===== src/rtl/lcd_pkg.sv =====
// lcd_pkg: shared opcodes, decoder state encoding and window check for the LCD SPI receiver.
package lcd_pkg;
  localparam logic [7:0] CMD_CASET = 8'h2A;
  localparam logic [7:0] CMD_RASET = 8'h2B;
  localparam logic [7:0] CMD_RAMWR = 8'h2C;
  typedef enum logic [1:0] {ST_IDLE, ST_CASET, ST_RASET, ST_RAMWR} state_t;
  // A window is legal when start <= end and end does not exceed the last column/row.
  function automatic logic win_ok(input logic [15:0] s, input logic [15:0] e, input logic [15:0] lim);
    return s <= e && e <= lim;
  endfunction
endpackage


===== src/rtl/spi_byte_rx.sv =====
// spi_byte_rx: synchronises the SPI/LCD pins into sys_clk and assembles mode-0, MSB-first bytes.
//   sys_clk, sys_rst_n          : clock and asynchronous active-low reset
//   sclk, mosi, cs, dc, lcd_reset: raw asynchronous panel-side pins
//   lcd_rst_s                   : synchronised lcd_reset (active-low)
//   byte_valid                  : one-cycle pulse per completed byte
//   byte_data, byte_is_data     : byte and its captured dc, held until the next byte
module spi_byte_rx (
  input  logic       sys_clk,
  input  logic       sys_rst_n,
  input  logic       sclk,
  input  logic       mosi,
  input  logic       cs,
  input  logic       dc,
  input  logic       lcd_reset,
  output logic       lcd_rst_s,
  output logic       byte_valid,
  output logic [7:0] byte_data,
  output logic       byte_is_data
);
  logic [1:0] sclk_q, mosi_q, cs_q, dc_q, rst_q;
  logic       sclk_d;
  logic [2:0] cnt;
  logic [6:0] sh;
  logic       rise;

  assign lcd_rst_s = rst_q[1];
  // mosi travels through the same two stages as sclk, so it stays aligned with the detected edge.
  assign rise = sclk_q[1] & ~sclk_d & ~cs_q[1];

  always_ff @(posedge sys_clk or negedge sys_rst_n)
    if (!sys_rst_n) begin
      sclk_q <= '0;
      mosi_q <= '0;
      cs_q   <= 2'b11;
      dc_q   <= '0;
      rst_q  <= '0;
      sclk_d <= 1'b0;
    end else begin
      sclk_q <= {sclk_q[0], sclk};
      mosi_q <= {mosi_q[0], mosi};
      cs_q   <= {cs_q[0], cs};
      dc_q   <= {dc_q[0], dc};
      rst_q  <= {rst_q[0], lcd_reset};
      sclk_d <= sclk_q[1];
    end

  always_ff @(posedge sys_clk or negedge sys_rst_n)
    if (!sys_rst_n) begin
      cnt          <= '0;
      sh           <= '0;
      byte_valid   <= 1'b0;
      byte_data    <= '0;
      byte_is_data <= 1'b0;
    end else if (!rst_q[1]) begin
      cnt          <= '0;
      sh           <= '0;
      byte_valid   <= 1'b0;
      byte_data    <= '0;
      byte_is_data <= 1'b0;
    end else begin
      byte_valid <= rise && cnt == 3'd7;
      if (cs_q[1])
        cnt <= '0;
      else if (rise) begin
        sh  <= {sh[5:0], mosi_q[1]};
        cnt <= cnt + 3'd1;
        if (cnt == 3'd7) begin
          byte_data    <= {sh, mosi_q[1]};
          byte_is_data <= dc_q[1];
        end
      end
    end
endmodule


===== src/rtl/lcd_spi_rx.sv =====
// lcd_spi_rx: LCD SPI sniffer decoding CASET/RASET/RAMWR into addressed RGB565 pixels.
//   sys_clk, sys_rst_n                          : clock and asynchronous active-low reset
//   lcd_spi_sclk/mosi/cs, lcd_dc, lcd_reset     : raw panel pins (asynchronous)
//   byte_valid, byte_data, byte_is_data         : every received byte
//   pix_valid, pix_data, pix_x, pix_y           : one decoded pixel and its address
//   frame_done                                  : with the last pixel of the window
//   win_err                                     : CASET/RASET window rejected
module lcd_spi_rx import lcd_pkg::*; #(
  parameter logic [31:0] SCREEN_WIDTH  = 32'd320,
  parameter logic [31:0] SCREEN_HEIGHT = 32'd240
) (
  input  logic        sys_clk,
  input  logic        sys_rst_n,
  input  logic        lcd_spi_sclk,
  input  logic        lcd_spi_mosi,
  input  logic        lcd_spi_cs,
  input  logic        lcd_dc,
  input  logic        lcd_reset,
  output logic        byte_valid,
  output logic [7:0]  byte_data,
  output logic        byte_is_data,
  output logic        pix_valid,
  output logic [15:0] pix_data,
  output logic [15:0] pix_x,
  output logic [15:0] pix_y,
  output logic        frame_done,
  output logic        win_err
);
  localparam logic [15:0] W_MAX = 16'(SCREEN_WIDTH - 32'd1);
  localparam logic [15:0] H_MAX = 16'(SCREEN_HEIGHT - 32'd1);

  state_t      state, state_nx;
  logic        lcd_rst_s;
  logic        is_cmd, is_dat, in_win, last, ok, pix_go;
  logic [2:0]  idx;
  logic [23:0] prm;
  logic [15:0] xs, xe, ys, ye, cur_x, cur_y;
  logic [7:0]  hi;
  logic        have_hi;

  spi_byte_rx u_rx (
    .sys_clk      (sys_clk),
    .sys_rst_n    (sys_rst_n),
    .sclk         (lcd_spi_sclk),
    .mosi         (lcd_spi_mosi),
    .cs           (lcd_spi_cs),
    .dc           (lcd_dc),
    .lcd_reset    (lcd_reset),
    .lcd_rst_s    (lcd_rst_s),
    .byte_valid   (byte_valid),
    .byte_data    (byte_data),
    .byte_is_data (byte_is_data)
  );

  always_ff @(posedge sys_clk or negedge sys_rst_n)
    if (!sys_rst_n)
      state <= ST_IDLE;
    else
      state <= lcd_rst_s ? state_nx : ST_IDLE;

  always_comb begin
    state_nx = state;
    is_cmd   = byte_valid & ~byte_is_data;
    is_dat   = byte_valid & byte_is_data;
    in_win   = state == ST_CASET || state == ST_RASET;
    last     = is_dat && in_win && idx == 3'd3;
    // prm holds start-hi, start-lo, end-hi; the current byte is end-lo.
    ok       = win_ok(prm[23:8], {prm[7:0], byte_data}, state == ST_CASET ? W_MAX : H_MAX);
    pix_go   = is_dat && state == ST_RAMWR && have_hi;
    if (is_cmd)
      state_nx = byte_data == CMD_CASET ? ST_CASET :
                 byte_data == CMD_RASET ? ST_RASET :
                 byte_data == CMD_RAMWR ? ST_RAMWR : ST_IDLE;
  end

  always_ff @(posedge sys_clk or negedge sys_rst_n)
    if (!sys_rst_n) begin
      idx        <= '0;
      prm        <= '0;
      xs         <= '0;
      xe         <= W_MAX;
      ys         <= '0;
      ye         <= H_MAX;
      cur_x      <= '0;
      cur_y      <= '0;
      hi         <= '0;
      have_hi    <= 1'b0;
      pix_valid  <= 1'b0;
      pix_data   <= '0;
      pix_x      <= '0;
      pix_y      <= '0;
      frame_done <= 1'b0;
      win_err    <= 1'b0;
    end else if (!lcd_rst_s) begin
      idx        <= '0;
      prm        <= '0;
      xs         <= '0;
      xe         <= W_MAX;
      ys         <= '0;
      ye         <= H_MAX;
      cur_x      <= '0;
      cur_y      <= '0;
      hi         <= '0;
      have_hi    <= 1'b0;
      pix_valid  <= 1'b0;
      pix_data   <= '0;
      pix_x      <= '0;
      pix_y      <= '0;
      frame_done <= 1'b0;
      win_err    <= 1'b0;
    end else begin
      pix_valid  <= pix_go;
      frame_done <= pix_go && cur_x == xe && cur_y == ye;
      win_err    <= last && !ok;
      if (is_cmd) begin
        idx     <= '0;
        have_hi <= 1'b0;
        if (byte_data == CMD_RAMWR) begin
          cur_x <= xs;
          cur_y <= ys;
        end
      end else if (is_dat) begin
        // idx saturates at 4 so bytes beyond the fourth are ignored.
        if (in_win && idx != 3'd4) begin
          prm <= {prm[15:0], byte_data};
          idx <= idx + 3'd1;
          if (last && ok && state == ST_CASET) begin
            xs <= prm[23:8];
            xe <= {prm[7:0], byte_data};
          end
          if (last && ok && state == ST_RASET) begin
            ys <= prm[23:8];
            ye <= {prm[7:0], byte_data};
          end
        end
        if (state == ST_RAMWR) begin
          if (!have_hi) begin
            hi      <= byte_data;
            have_hi <= 1'b1;
          end else begin
            have_hi  <= 1'b0;
            pix_data <= {hi, byte_data};
            pix_x    <= cur_x;
            pix_y    <= cur_y;
            if (cur_x == xe) begin
              cur_x <= xs;
              cur_y <= cur_y == ye ? ys : cur_y + 16'd1;
            end else
              cur_x <= cur_x + 16'd1;
          end
        end
      end
    end
endmodule


===== config.mk =====
export PLATFORM = sky130hd
export DESIGN_NAME = lcd_spi_rx
export DESIGN_NICKNAME = d
export VERILOG_FILES = /design/src/rtl/lcd_pkg.sv /design/src/rtl/spi_byte_rx.sv /design/src/rtl/lcd_spi_rx.sv
export SDC_FILE = /design/constraint.sdc
export NUM_CORES = 1
export LEC_CHECK = 0
export CAP_MARGIN = 25
export CORE_MARGIN = 1.5
export CORE_UTILIZATION = 30
export CTS_BUF_LIST = sky130_fd_sc_hd__clkbuf_2 sky130_fd_sc_hd__clkbuf_4 sky130_fd_sc_hd__clkbuf_8
export DETAILED_ROUTE_END_ITERATION = 10
export GPL_ROUTABILITY_DRIVEN = 0
export REMOVE_ABC_BUFFERS = 1
export SETUP_SLACK_MARGIN = 0.1
export SLEW_MARGIN = 20
export SYNTH_ARGS = -nofsm -noshare
export SYNTH_HDL_FRONTEND = slang
export SYNTH_SLANG_ARGS = --single-unit

===== constraint.sdc =====
create_clock -name sys_clk -period 3.19 [get_ports sys_clk]
set_input_delay 0.638 -clock sys_clk [delete_from_list [all_inputs] [get_ports sys_clk]]
set_output_delay 0.638 -clock sys_clk [all_outputs]
set_load 0.005 [all_outputs]

==> results_dict.tcl, run 1 <==
set metrics [dict create \
    synth_edf_count 0 \
    outcome "finished, final reports clean" \
    cp_cell_sequence "inv_1, ha_1, a21oi_1, o21a_1, o311ai_0, o31a_1, nor4_4, buf_12, and3b_1" \
    diodes 0 \
    required_ns 3.61 \
    hold-worst-slack_ns 0.101 \
    preCtsSetupSlack_ns 0.277 \
    switchingPower_mw 1.33 \
    max_slew_margin_pct 42.5 \
    finalHoldViolCount 0 \
    dr.pass1.iters 5 \
    row_count 69 \
    ys_warn_count 0 \
    die_area_um2 36900 \
    tightest_slew_ns 0.854 \
    rsz0062_at_grt "false" \
    routed_via_density 4.90 \
    drive_gt1_share_pct 12.3 \
    num-nets-final 1196 \
    die_w_um 192 \
    clk_latency_ns 0.54 \
    synthFlopType "dfrtp_1" \
    holdCritPathClass "in2async" \
    switching_share_pct 23.2 \
    cts_setup_buffers 0 \
    fp.dieH_um 192 \
    ir_drop_uv 237 \
    cts_sinks 216 \
    dpl.hpwl_mm 19.0 \
    area.growth.synth_to_final_pct 19.6 \
    drv_cap 0 \
    drtIter0Drc 596 \
    multi_input_area_um2 4830 \
    grt_pass1_wl_mm 45.4 \
    grt_antenna_before_repair 0 \
    cts_made_buffers 40 \
    io_pins 68 \
    grt_max_degree 183 \
    grt_overflow 0 \
    cts-hold-fix-buffers 0 \
    critPathArrivalTime_ns 3.32 \
    seqPwrFrac_pct 48.4 \
    clk_path_buf_depth 3 \
    fill_cells 3599 \
    cts_tree "done" \
    p_comb_share_pct 3.0 \
    end_kind "register" \
    ant_nets 0 \
    portBuffers 67 \
    syn_inst 1082 \
    layout_setup_ws_ns 0.296 \
    min_period_over_period_pct 90.7 \
    setup_viol 0 \
    p_int_mw 4.39 \
    core_um2 35400 \
    start_kind "register" \
    netlist_area_um2 10700 \
    htree_levels 2 \
    ys_seq_elements 216 \
    p_leak_nw 5.38 \
    clockRootBuffer "clkbuf_8" \
    seq_area_frac_synth_pct 50.6 \
    cts_resized 0 \
    skew_ns 0.0244 \
    grt_pass1_vias 8152 \
    wl_per_cell_um 17.0 \
    regArea_um2 5430 \
    track_usage_pct 15.7 \
    clk_pin_slew_worst_paths_ns 0.06 \
    routed_wl_mm 28.1 \
    clockPowerShare_pct 48.6 \
    drc 0 \
    final_max_slew_viol_count 0 \
    fmax_mhz 346 \
    synth_cell_types 61 \
    critical_path_class "reg2reg" \
    syn-mean-instance-area_um2 9.90 \
    initial_utilization_pct 30.3 \
    async_flop_share_pct 100 \
    slowest_stage "dfrtp_1" \
    post-route-util_pct 36.2 \
    vias 8091 \
    critPathMaxStageDelay_ns 0.70 \
    crit_fanout 32 \
    p_per_area_nw_per_um2 446 \
    period_minus_slack_ns 2.89 \
]
## flip-flops by register name, indices dropped and copies added (netlist names), 3 cells and up
signal / count
cur_x: 16
cur_y: 16
hi: 8
idx: 3
pix_data: 16
pix_x: 16
pix_y: 16
prm: 24
u_rx.byte_data: 8
u_rx.cnt: 3
u_rx.sh: 7
xe: 16
xs: 16
ye: 16
ys: 16
## synthesized netlist by cell type, drive strengths merged, types with 3 or more instances
cell	count	area [µm²]
xnor2	19	166
nor2b	36	225
a21oi	26	130
and3b	7	61.3
ha	29	363
nor3b	6	50.1
nor2	26	103
nand4	14	87.6
dfrtp	200	5000
a21o	3	22.5
inv	42	158
dfstp	16	420
or2	4	25.0
a22o	5	43.8
nor3	9	45.0
clkbuf	45	169
a21boi	92	691
nor4	19	170
nand2	265	995
buf	20	140
mux2i	75	751
or3	3	18.8
o22ai	14	87.6
o21ai	22	118
o211ai	3	22.5
nand3	16	80.1
xor2	21	184
and3	13	81.3
o21a	3	22.5
## critical path, delay by kind of cell (launching register included)
family | cells | cell delay, ns
AOI/OAI and AO/OA | 4 | 0.78
DFF | 1 | 0.70
and+or+nand+nor | 2 | 0.56
buffers and inverters | 2 | 0.46
adders and majority gates | 1 | 0.25
## per-layer routing
| layer | GRT usage, % | share of wire (%) | routed length [µm] | up-vias |
|---|---|---|---|---|
| li1 | - | - | - | 3854 |
| met1 | 21.4 | 46 | 12800 | 3955 |
| met2 | 24.7 | 46 | 13000 | 212 |
| met3 | 2.65 | 4.9 | 1380 | 70 |
| met4 | 6.44 | 3.3 | 930 | 0 |
| met5 | 0 | 0 | 0 | - |
## cell families (layout without fill, tap and decap cells)
family	after synthesis	count (layout)	share of synthesized area (%)
compound gates	186	186	12.2
xor+xnor	40	40	3.27
fa+ha+maj	29	29	3.39
buf+inv	107	216	4.36
flops	216	216	50.6
mux	75	75	7.01
simple gates	429	429	19.1
## through the flow
stage,cells,power (mW),area [µm²],setup TNS [ns]
global route,1652,5.96,12800,0
CTS,1652,5.81,12800,0
finish,1652,5.72,12800,0
floorplan,1017,2.89,10400,-70.12
detailed placement,1579,2.99,12000,0
global placement,1578,2.99,12000,0
## area by class of cell
cell class	count	share of cell area, %
clock inverter	8	0.381
timing repair buffer	101	7.65
multi-input combinational	759	37.7
sequential	216	42.4
tap	461	4.50
clock buffer	65	6.20
inverter	42	1.23
## power groups by stage
stage                     logic [mW]  clock network (mW)  registers, mW
after global placement         0.173                   0           2.81
after floorplan               0.0628                   0           2.83
after detailed placement       0.177                   0           2.82
after global routing           0.196                2.99           2.77
after CTS                      0.177                2.87           2.77
final                          0.171                2.78           2.77
## path summary, 6_finish.rpt
check                                              start                      end  slack, ns  cells after the start
max reg2reg                u_rx.byte_data[4]$_DFFE_PN0P_       ye[15]$_DFFE_PN0P_       0.30                      9
min                                            sys_rst_n     pix_x[2]$_DFFE_PN0P_       0.10                      1
max in group asynchronous                      sys_rst_n        ye[3]$_DFFE_PN1P_       2.12                      2
min in group sys_clk             u_rx.rst_q[0]$_DFF_PN0_  u_rx.rst_q[1]$_DFF_PN0_       0.35                      0
min reg2reg                      u_rx.rst_q[0]$_DFF_PN0_  u_rx.rst_q[1]$_DFF_PN0_       0.35                      0
max                        u_rx.byte_data[4]$_DFFE_PN0P_       ye[15]$_DFFE_PN0P_       0.30                      9
## cells in the final DEF, fill, tap and decap left out, types with 29 or more instances in the layout
cell,instances
nor2b_1,36
buf_4,30
a21boi_0,92
nand2_1,265
clkbuf_8,49
mux2i_1,75
ha_1,29
inv_1,42
dfrtp_1,199
clkdlybuf4s50_1,66
Power figures use the tool's default switching activity.
==> run 2, diff against run 1 <==
CORE_ASPECT_RATIO = 1.75   (was default)
CORE_MARGIN = 2   (was 1.5)
CTS_CLUSTER_DIAMETER = 60   (was default)
==> run 2 against run 1 <==
  * Combinational power rose by 2%
  * Utilization is 0.21 points higher
  * Flip-flop and latch count stayed put
  * Clock skew up 0.0094 ns
  * Count of clock-buffer cells in the layout decreased by 14
  * Setup slack gained 0.012 ns
  * Cell count is 0.24% lower
  * Via count shrank 1.4%
  * Register-to-register slack about the same
  * Cell area hardly changed
  * Non-clock buffer count up 6
  * Critical path depth is 1 lower
==> results_dict.tcl, run 2 (synthesized netlist as in run 1, its figures left out) <==
set metrics [dict create \
    outcome "finished, final reports clean" \
    min_period_over_period_pct 90.4 \
    final_cells 1648 \
    rr_worst_depth 8 \
    area.growth.synth_to_final_pct 19.6 \
    clk_path_buf_depth 3 \
    critical_path_class "reg2reg" \
    fp.dieH_um 254 \
    htree_levels 1 \
    grt_antenna_before_repair 1 \
    tns_ns 0 \
    cp-startpoint "u_rx.byte_data[3]$_DFFE_PN0P_" \
    max_slew_margin_pct 45.0 \
    routed_via_density 4.84 \
    wl_met3_um 946 \
    cts_sinks 216 \
    dpl.hpwl_mm 20.9 \
    final_max_slew_viol_count 0 \
    grt_max_degree 89 \
    cts_made_buffers 31 \
    cts_setup_buffers 0 \
    core_um2 35200 \
    num-nets-final 1193 \
    portBuffers 67 \
    vias 7978 \
    wl_per_cell_um 17.7 \
    setup_viol 0 \
    end_kind "register" \
    routed_wl_mm 29.2 \
    die_w_um 147 \
    fill_cells 3577 \
    endpoint "xe[10]$_DFFE_PN0P_" \
    die_area_um2 37300 \
    reg2reg_slack_ns 0.31 \
    critPathArrivalTime_ns 3.36 \
    ant_nets 0 \
    regMostFlops "prm" \
    required_ns 3.67 \
    cts_tree "done" \
    holdCritPathClass "in2async" \
    timing.rr.end "xe[10]$_DFFE_PN0P_" \
    grt_overflow 0 \
    p_leak_nw 5.37 \
    regArea_um2 5430 \
    drt-met1-wl_mm 11.0 \
    ir_drop_uv 305 \
    dp.cells 1589 \
    cts_resized 0 \
    drc 0 \
    final_common_cell "nand2_1" \
    crit_fanout 9 \
    clk_pin_slew_worst_paths_ns 0.07 \
    io_pins 68 \
    drive_gt1_share_pct 11.6 \
    drtIter0Drc 503 \
    grt_pass1_wl_mm 46.7 \
    routed.top_layer "met4" \
    wl_met2_mm 15.6 \
    multi_input_area_um2 4830 \
    dr.pass1.iters 4 \
    start_kind "register" \
    track_usage_pct 15.9 \
    rsz0062_at_grt "false" \
    skew_ns 0.0338 \
    initial_utilization_pct 30.5 \
    drv_cap 0 \
    r2r_start "u_rx.byte_data[3]$_DFFE_PN0P_" \
    row_count 91 \
    clk_latency_ns 0.62 \
    cts-hold-fix-buffers 0 \
    tightest_slew_ns 0.818 \
    fmax_mhz 347 \
    grt_pass1_vias 8297 \
    period_minus_slack_ns 2.88 \
    p_per_area_nw_per_um2 442 \
    largest_register_ffs 24 \
    clockRootBuffer "clkbuf_8" \
    mostFrequentLayoutCells "265 x nand2_1, 199 x dfrtp_1, 92 x a21boi_0" \
    finalHoldViolCount 0 \
]
==> run 2: cell types whose count changed in the layout (fill, tap and decap cells not counted) <==
cell / previous run / this run
diode_2: 0 / 1
inv_6: 1 / 0
bufinv_16: 0 / 4
inv_8: 0 / 1
clkinvlp_4: 2 / 0
clkinv_2: 5 / 2
clkbuf_4: 16 / 9
clkbuf_8: 49 / 42
buf_4: 30 / 36
==> run 2: report_power, final <==
part | total [mW] | internal [mW] | switching [mW]
Sequential | 2.77 | 2.75 | 0.0112
Clock | 2.73 | 1.61 | 1.12
Combinational | 0.175 | 0.0557 | 0.119
Total | 5.67 | 4.42 | 1.25
==> run 2: through the flow <==
step | instance area, µm² | hold WS, ns | power, mW | utilization, % | setup WS (ns)
detailed placement | 12000 | 0.335 | 3.00 | 34.2 | 0.359
global placement | 12000 | 0.334 | 2.99 | 34.2 | 0.361
global route | 12800 | 0.0603 | 5.90 | 36.4 | 0.105
CTS | 12800 | 0.0280 | 5.76 | 36.4 | 0.299
floorplan | 10400 | 0.331 | 2.89 | - | -1.29
finish | 12800 | 0.00757 | 5.67 | 36.4 | 0.307
==> run 2: routing by layer <==
metal  GRT usage (%)  up-vias
met4            9.68        0
met2            29.3      182
li1                -     3817
met5               0        -
met3            1.67       82
met1            17.3     3897
==> run 2: layout make-up <==
class | count | share of cell area (%)
Clock inverter | 7 | 1.10
Timing Repair Buffer | 107 | 8.01
Clock buffer | 51 | 5.04
Sequential cell | 216 | 42.4
Inverter | 42 | 1.23
Multi-Input combinational cell | 759 | 37.7
Antenna cell | 1 | 0.0195
Tap cell | 465 | 4.54
==> run 2: worst min-delay path by stage <==
stage | startpoint | endpoint | cells past startpoint
4_1_cts | sys_rst_n | hi[1]$_DFFE_PN0P_ | 1
6_report | sys_rst_n | hi[1]$_DFFE_PN0P_ | 1
5_1_grt | sys_rst_n | hi[4]$_DFFE_PN0P_ | 1
2_1_floorplan | u_rx.dc_q[0]$_DFF_PN0_ | u_rx.dc_q[1]$_DFF_PN0_ | 0
3_3_place_gp | u_rx.sclk_q[0]$_DFF_PN0_ | u_rx.sclk_q[1]$_DFF_PN0_ | 0
3_5_place_dp | u_rx.dc_q[0]$_DFF_PN0_ | u_rx.dc_q[1]$_DFF_PN0_ | 0
==> run 2: worst max-delay path, cell delays in order, from the launching register on <==
cell and delay (ns):
dfrtp_1 0.57, inv_1 0.21, ha_1 0.35, and2_1 0.19
o21ai_0 0.08, a21boi_0 0.10, o31a_1 0.40, or4_4 0.62
and3_1 0.21
==> run 3, diff against run 2 <==
GPL_TIMING_DRIVEN = 0   (was default)
==> run 3 against run 2 <==
  * Worst hold slack better by 0.34 ns
  * Setup slack worse by 0.095 ns
  * Total power fell by 4.4%
  * Flip-flop and latch count is the same
  * Combinational power decreased by 3%
==> results_dict.tcl, run 3 (synthesized netlist as in run 1, its figures left out) <==
set metrics [dict create \
    outcome "finished, final reports clean" \
    max_slew_margin_pct 29.2 \
    die_area_um2 37300 \
    regMostFlops "prm" \
    critPathArrivalTime_ns 3.42 \
    final_common_cell "nand2_1" \
    initial_utilization_pct 30.5 \
    clockRootBuffer "clkbuf_8" \
    routed_wl_mm 28.4 \
    wl_per_cell_um 17.3 \
    drt-met1-wl_mm 10.8 \
    skew_ns 0.0148 \
    crit_fanout 16 \
    io_pins 68 \
    clk_path_buf_depth 3 \
    wl_met2_mm 14.8 \
    rsz0062_at_grt "true" \
    period_minus_slack_ns 2.98 \
    fp.dieH_um 254 \
    required_ns 3.64 \
    routed.top_layer "met4" \
    p_leak_nw 5.29 \
    grt_max_degree 98 \
    start_kind "register" \
    clk_latency_ns 0.54 \
    drv_cap 0 \
    vias 7965 \
    mostFrequentLayoutCells "265 x nand2_1, 192 x dfrtp_1, 92 x a21boi_0" \
    drtIter0Drc 508 \
    num-nets-final 1183 \
    grt_overflow 0 \
    holdCritPathClass "reg2reg" \
    fmax_mhz 336 \
    cts_made_buffers 35 \
    cts_tree "done" \
    clk_pin_slew_worst_paths_ns 0.06 \
    min_period_over_period_pct 93.3 \
    final_max_slew_viol_count 0 \
    grt_antenna_before_repair 1 \
    portBuffers 67 \
    routed_via_density 4.86 \
    cts_sinks 216 \
    row_count 91 \
    design_power_total_mw 5.42 \
    drive_gt1_share_pct 12.0 \
    tns_ns 0 \
    end_kind "register" \
    track_usage_pct 15.3 \
    dr.pass1.iters 5 \
    tightest_slew_ns 1.05 \
    critical_path_class "reg2reg" \
    ant_nets 0 \
    ir_drop_uv 253 \
    grt_pass1_vias 8181 \
    hold-worst-slack_ns 0.350 \
    core_um2 35200 \
    setup_viol 0 \
    wl_met3_um 979 \
    grt_pass1_wl_mm 45.2 \
    die_w_um 147 \
    p_per_area_nw_per_um2 424 \
    largest_register_ffs 24 \
    area.growth.synth_to_final_pct 19.1 \
    finalHoldViolCount 0 \
    dpl.hpwl_mm 19.9 \
    drc 0 \
    htree_levels 2 \
]
run 3: report_power, final:
group,leakage (nW),switching (mW),internal (mW)
sequential,2.93,0.0198,2.76
combinational,1.98,0.110,0.0588
clock,0.386,1.12,1.35
run 3: critical path, stage by stage, from the launching register on:
cell and delay [ns]:
dfstp_2 0.56, xor2_1 0.07, nor4_1 0.47, and4_1 0.60, nor2_1 0.28, or2_1 0.57
o21ai_1 0.32
run 3: per-layer routing:
metal / GRT usage (%) / vias to the layer above
met2: 27.6 / 181
met5: 0 / -
li1: - / 3820
met1: 16.5 / 3881
met3: 2.44 / 83
met4: 10.1 / 0
run 3: area by class of cell:
| class | instances | area [µm²] |
|---|---|---|
| diodes | 1 | 2.50 |
| clock buffers | 59 | 681 |
| clock inverters | 5 | 31.3 |
| fillers | 3544 | 22400 |
| inverters | 42 | 158 |
| multi-input cells | 760 | 4870 |
| flip-flops and latches | 216 | 5440 |
| well taps | 465 | 582 |
| repair buffers | 92 | 1000 |
run 3: stage by stage:
stage	util (%)	cells	cell area (µm²)	setup WS (ns)
after floorplan	-	1017	10400	-1.29
after global placement	33.1	1549	11700	-7.90
after detailed placement	34.0	1567	12000	-0.214
after CTS	36.1	1634	12700	0.123
after global routing	36.3	1640	12800	0.0880
final	36.3	1640	12800	0.212
run 3: final timing paths:
path	from	endpoint	slack, ns	cells past startpoint
setup / recovery	xe[8]$_DFFE_PN1P_	cur_y[1]$_DFFE_PN0P_	0.21	6
hold / removal	u_rx.cs_q[0]$_DFF_PN1_	u_rx.cs_q[1]$_DFF_PN1_	0.35	0
setup reg to reg	xe[8]$_DFFE_PN1P_	cur_y[1]$_DFFE_PN0P_	0.21	6
hold reg to reg	u_rx.cs_q[0]$_DFF_PN1_	u_rx.cs_q[1]$_DFF_PN1_	0.35	0
max in group asynchronous	sys_rst_n	xe[3]$_DFFE_PN1P_	1.41	4
min in group asynchronous	sys_rst_n	pix_data[9]$_DFFE_PN0P_	0.56	2
run 3: repair_timing:
action,4_1_cts,5_1_grt
buffers inserted,2,4
hold buffers,1,0
pin swaps,1,1
resized for setup,7,3
endpoints found under the setup margin,53,30
gates cloned,0,1
endpoints found under the hold margin,36,0
